[config.mk]
export PLATFORM = sky130hd
export DESIGN_NAME = hood_mode_ctrl
export DESIGN_NICKNAME = d
export VERILOG_FILES = /design/src/rtl/hood_mode_ctrl.sv
export SDC_FILE = /design/constraint.sdc
export NUM_CORES = 1
export LEC_CHECK = 0
export BUFFER_PORTS_ARGS = -buffer_cell sky130_fd_sc_hd__buf_4
export CAP_MARGIN = 5
export CORE_MARGIN = 8
export CORE_UTILIZATION = 49
export CTS_CLUSTER_DIAMETER = 200
export CTS_CLUSTER_SIZE = 20
export DETAILED_ROUTE_END_ITERATION = 10
export MAX_ROUTING_LAYER = met4
export PLACE_DENSITY = 0.81
export REMOVE_ABC_BUFFERS = 1
export SYNTH_ARGS = -nofsm -noshare
export SYNTH_HDL_FRONTEND = slang
export SYNTH_SLANG_ARGS = --single-unit
[constraint.sdc]
create_clock -name clk -period 2.3 [get_ports clk]
set_clock_uncertainty 0.2 [all_clocks]
set_input_delay 0.46 -clock clk [delete_from_list [all_inputs] [get_ports clk]]
set_output_delay 0.46 -clock clk [all_outputs]
set_load 0.005 [all_outputs]
[src/rtl/hood_mode_ctrl.sv]
// Range-hood operating-mode scheduler: standby, fan levels 1-3 and self-clean,
// driven by menu/mode buttons and gated by power_on. Owns the mode countdown.
//
// state      | meaning
// -----------+-------------------------------------------------
// S_OFF      | machine off, everything cleared
// S_STANDBY  | powered, fan idle, waiting for menu
// S_MENU_SEL | menu open, waiting for a mode/clean selection
// S_L1       | fan level 1
// S_L2       | fan level 2
// S_L3       | fan level 3, time-limited, once per power cycle
// S_EXIT_CD  | level-2 run-down after leaving level 3 via menu
// S_CLEAN    | timed self-clean, buttons locked out
module hood_mode_ctrl #(
  parameter int unsigned L3_SECS    = 60,
  parameter int unsigned EXIT_SECS  = 60,
  parameter int unsigned CLEAN_SECS = 180
) (
  input  logic       clk,
  input  logic       reset,
  input  logic       i_power_on,
  input  logic       i_sec_tick,
  input  logic       i_menu_btn,
  input  logic       i_mode1_btn,
  input  logic       i_mode2_btn,
  input  logic       i_mode3_btn,
  input  logic       i_clean_btn,
  output logic [2:0] o_mode_state,
  output logic [7:0] o_countdown,
  output logic       o_l3_used,
  output logic       o_clean_done
);

  typedef enum logic [2:0] {
    S_OFF, S_STANDBY, S_MENU_SEL, S_L1, S_L2, S_L3, S_EXIT_CD, S_CLEAN
  } state_t;

  localparam logic [7:0] L3_LOAD    = 8'(L3_SECS);
  localparam logic [7:0] EXIT_LOAD  = 8'(EXIT_SECS);
  localparam logic [7:0] CLEAN_LOAD = 8'(CLEAN_SECS);

  state_t     r_state;
  logic [7:0] r_countdown;
  logic       r_l3_used;
  logic       r_clean_done;
  logic [4:0] r_btn_q;

  state_t     w_state_nxt;
  logic [7:0] w_countdown_nxt;
  logic       w_l3_used_nxt;
  logic       w_clean_done_nxt;
  logic [4:0] w_btn;
  logic [4:0] w_edge;
  logic       w_menu_e, w_mode1_e, w_mode2_e, w_mode3_e, w_clean_e;
  logic       w_timed;
  logic       w_expire;
  logic [7:0] w_load;

  // Bit order is also the priority order: menu highest, clean lowest.
  assign w_btn     = {i_menu_btn, i_mode1_btn, i_mode2_btn, i_mode3_btn, i_clean_btn};
  assign w_edge    = w_btn & ~r_btn_q;
  assign w_menu_e  = w_edge[4];
  assign w_mode1_e = w_edge[3];
  assign w_mode2_e = w_edge[2];
  assign w_mode3_e = w_edge[1];
  assign w_clean_e = w_edge[0];

  assign w_timed  = (r_state == S_L3) || (r_state == S_EXIT_CD) || (r_state == S_CLEAN);
  assign w_expire = w_timed && i_sec_tick && (r_countdown == 8'd1);

  // State, timer, flags and button history registers.
  always_ff @(posedge clk or negedge reset) begin
    if (!reset) begin
      r_state      <= S_OFF;
      r_countdown  <= 8'd0;
      r_l3_used    <= 1'b0;
      r_clean_done <= 1'b0;
      r_btn_q      <= 5'd0;
    end else begin
      r_state      <= w_state_nxt;
      r_countdown  <= w_countdown_nxt;
      r_l3_used    <= w_l3_used_nxt;
      r_clean_done <= w_clean_done_nxt;
      r_btn_q      <= w_btn;
    end
  end

  // Next state: power loss, then timer expiry, then the highest valid button edge.
  always_comb begin
    w_state_nxt      = r_state;
    w_l3_used_nxt    = r_l3_used;
    w_clean_done_nxt = 1'b0;
    if (!i_power_on) begin
      w_state_nxt   = S_OFF;
      w_l3_used_nxt = 1'b0;
    end else if (w_expire) begin
      case (r_state)
        S_L3:    w_state_nxt = S_L2;
        S_CLEAN: begin
          w_state_nxt      = S_STANDBY;
          w_clean_done_nxt = 1'b1;
        end
        default: w_state_nxt = S_STANDBY;
      endcase
    end else begin
      case (r_state)
        S_OFF:     w_state_nxt = S_STANDBY;
        S_STANDBY: if (w_menu_e) w_state_nxt = S_MENU_SEL;
        S_MENU_SEL: begin
          // A blocked mode3 edge is not valid, so a lower-priority clean edge may still act.
          if (w_menu_e)                      w_state_nxt = S_STANDBY;
          else if (w_mode1_e)                w_state_nxt = S_L1;
          else if (w_mode2_e)                w_state_nxt = S_L2;
          else if (w_mode3_e && !r_l3_used) begin
            w_state_nxt   = S_L3;
            w_l3_used_nxt = 1'b1;
          end
          else if (w_clean_e)                w_state_nxt = S_CLEAN;
        end
        S_L1: begin
          if (w_menu_e)       w_state_nxt = S_STANDBY;
          else if (w_mode2_e) w_state_nxt = S_L2;
        end
        S_L2: begin
          if (w_menu_e)       w_state_nxt = S_STANDBY;
          else if (w_mode1_e) w_state_nxt = S_L1;
        end
        S_L3:    if (w_menu_e) w_state_nxt = S_EXIT_CD;
        default: w_state_nxt = r_state;
      endcase
    end
  end

  // Countdown: load on entry to a timed state, tick down while in it, zero elsewhere.
  always_comb begin
    w_load          = 8'd0;
    w_countdown_nxt = 8'd0;
    case (w_state_nxt)
      S_L3:      w_load = L3_LOAD;
      S_EXIT_CD: w_load = EXIT_LOAD;
      S_CLEAN:   w_load = CLEAN_LOAD;
      default:   w_load = 8'd0;
    endcase
    if (w_load == 8'd0)
      w_countdown_nxt = 8'd0;
    else if (w_state_nxt != r_state)
      w_countdown_nxt = w_load;
    else if (i_sec_tick && (r_countdown != 8'd0))
      w_countdown_nxt = r_countdown - 8'd1;
    else
      w_countdown_nxt = r_countdown;
  end

  // Mode code seen by the display path; the run-down shows as level 2.
  always_comb begin
    o_mode_state = 3'd0;
    case (r_state)
      S_L1:      o_mode_state = 3'd1;
      S_L2:      o_mode_state = 3'd2;
      S_L3:      o_mode_state = 3'd3;
      S_EXIT_CD: o_mode_state = 3'd2;
      S_CLEAN:   o_mode_state = 3'd4;
      default:   o_mode_state = 3'd0;
    endcase
  end

  assign o_countdown  = r_countdown;
  assign o_l3_used    = r_l3_used;
  assign o_clean_done = r_clean_done;

endmodule

==> summary.md <==
| Metric | Value |
|---|---|
| Synth top area share | `37.7%` |
| Die area | `4270 um2` |
| Setup TNS Final | `0 ns` |
| Status | `completed` |
| Port buffer count | `21` |
| Final period utilization | `99.7%` |
| Fin. max-slew vios | `0` |
| Worst Path Max Fanout | `4` |
| Worst hold path type | `input port to flop` |
| Post-DRT Antenna Nets | `0` |
| Lkg Pwr | `0.768 nW` |
| Minimum period implied by the final worst setup slack | `2.29 ns` |
| Cell Area, Synth | `1190 um2` |
| Worst setup margin | `0.00702 ns` |
| Ranking of synthesized cells by area | `dfrtp_1, nor2_1, xnor2_1` |
| IO Pins | `22` |
| Cell area after placement | `1540 um2` |
| Primary FF master, synth | `dfrtp_1` |
| Hold_ws | `0.0711 ns` |
| Register area share after synthesis | `37.7%` |
| Final Wtd Congestion | `0.896` |
| Fmax achieved | `436 MHz` |
| Core Footprint | `2390 um2` |
| Arr. time, crit path | `2.29 ns` |
| Share of cells above drive strength 1 | `40.2%` |
| Die W | `65.4 um` |
| # diodes | `0` |
| Worst R2R Start | `r_state[0]` |
| Cts bufs inserted | `3` |
| End of the critical path | `o_countdown[3]` |
| Count of different cell masters after synthesis | `45` |
| Clock tree buffer depth | `2` |
| Post-synthesis average cell area | `9.34 um2` |
| Worst hold path cell count | `1` |
| Layout area overhead | `38.6%` |
| Critical Path RT | `2.30 ns` |
| Number of synthesized flops with an enable pin | `0` |
| R2R Path End | `o_countdown[3]` |
| Crit Path Category | `flop to flop` |
| Die span in y | `65.4 um` |
| Post-layout util | `69.4%` |
| RSZ-0062 raised after global routing | `true` |
| Setup slack, reg-to-reg | `0.007 ns` |
| Post-synth ARST share | `100%` |
| Total of max-cap violations | `0` |
| DP Worst Slack | `-0.235 ns` |
| Worst Reg-to-Reg Cells | `8` |
| Grt ovf | `0` |
| CTS tree | `done` |
| Crit path from | `r_state[0]` |
| Initial Util | `50.1%` |
| Initial antenna violation count | `0` |
| Clock tree sinks | `18` |
| Leading area contributor after synthesis | `dfrtp_1` |
| Yosys reg bits | `18` |
| Startpoint types | `flop` |
| Final wirelength | `3260 um` |
| # H-tree levels | `1` |
| Largest net degree at the start of global routing | `19` |
| Detailed Place HPWL | `2460 um` |
| Average via count per standard cell | `5.79` |
| Yosys Warn Count | `0` |
| VDD IR max | `0.000350 V` |
| Clk_lat worst skew | `0.29 ns` |
| Worst Setup End Kind | `flop` |
| Layout net count | `187` |
| # setup viols final | `0` |
| Pwr/cell area | `393 nW/um2` |
| Hold Vio Cnt, Final | `0` |
| Worst slew pin tran | `0.335 ns` |
| Slew margin rel. | `77.6%` |
| DR iter-0 viols | `48` |
| Final non-filler cell area | `1660 um2` |
| Vias in the first global route | `1123` |
| Routed wire per std cell | `16.0 um` |
| Clock transition at path regs | `0.11 ns` |
| Synth Instances | `128` |
| First-pass GRT wire length | `5110 um` |
| Tot GR Track Use | `15.3%` |
| Vias | `1182` |
| Clock Tree Root | `clkbuf_4` |
| Drt pass-1 iters | `4` |
| Drt drc | `0` |
| Rows | `18` |
-- kinds of logic (layout without fill, tap and decap cells) --
logic type / Yosys count / after routing / synth area share [%]
buffers and inverters: 12 / 58 / 4.82
flip-flops: 18 / 18 / 37.7
adder cells (fa/ha/maj): 2 / 2 / 2.09
AO/OA/AOI/OAI: 31 / 31 / 20.8
XOR/XNOR: 7 / 7 / 5.76
AND/OR/NAND/NOR: 58 / 58 / 28.8
-- routing by layer --
layer / share of wire, % / track usage [%] / routed length [um] / up-vias
met5: 0 / - / 0 / -
met4: 1.1 / 6.27 / 36 / 0
met3: 5.6 / 3.23 / 181 / 6
met2: 48 / 23.9 / 1570 / 46
met1: 45 / 18.9 / 1470 / 569
li1: - / - / - / 561
-- worst min-delay path by stage --
stage	start	end
after detailed placement	reset	o_countdown[6]
after global placement	reset	o_countdown[6]
after global routing	i_clean_btn	r_btn_q[0]
after floorplan	reset	o_clean_done
final	i_clean_btn	r_btn_q[0]
after CTS	i_mode3_btn	r_btn_q[1]
-- layout make-up --
type                            instances  area, um2
Clock buffer                            3       22.5
Timing Repair Buffer                   49        374
Multi-Input combinational cell         98        748
Tap cell                               30       37.5
Inverter                                6       22.5
Sequential cell                        18        452
Fill cell                             186        731
-- cell usage after synthesis (all sizes together), types with 3 or more instances --
master and instances:
inv 6, a32oi 3, clkbuf 3, nand2b 4, buf 3, xnor2 6
nand4 3, a21oi 5, o21ai 3, nor4 3, dfrtp 18, nor3b 4
nand3 8, a21boi 3, a21o 3, nor2 14, nor2b 3, and2 3
nand2 7
-- registers in the layout, indices dropped and copies added, names as in the netlist --
signal,cells
r_state,3
o_countdown,8
o_l3_used,1
r_btn_q,5
o_clean_done,1
-- critical path, stage by stage, from the launching register on --
cell,delay (ns)
dfrtp_2,0.43
nor3b_2,0.06
or2_1,0.24
a221o_1,0.35
o31ai_4,0.27
inv_2,0.08
xnor2_2,0.14
and2_4,0.15
a221oi_2,0.26
-- report_power, final --
group	internal [mW]	switching [mW]	leakage, nW	total, mW
combinational	0.0790	0.0822	0.518	0.161
clock	0.0609	0.0952	0.0138	0.156
sequential	0.325	0.00860	0.237	0.333
-- placed cells by master, fill, tap and decap left out, types with 3 or more instances in the layout --
cell type	n
a21o_1	3
a32oi_1	3
clkbuf_4	3
o21ai_0	3
nor2_1	12
inv_1	5
dfrtp_1	17
nand2_1	7
a21oi_1	4
nor2b_1	3
xnor2_1	5
buf_4	47
a21boi_0	3
nand4_1	3
nand3_1	7
-- through the flow --
| stage | cells | power, mW |
|---|---|---|
| 2_1_floorplan | 122 | 0.416 |
| 6_report | 204 | 0.651 |
| 5_1_grt | 204 | 0.681 |
| 3_3_place_gp | 197 | 0.481 |
| 4_1_cts | 202 | 0.640 |
| 3_5_place_dp | 197 | 0.484 |
-- repair_timing --
item                                    in CTS  in global routing
endpoints found under the hold margin       18                  0
pin swaps                                    1                  9
gates resized for setup                      2                 12
hold buffers                                 1                  0
buffers inserted                             1                  3
endpoints found under the setup margin       1                  8
(Power assumes the default switching activity.)
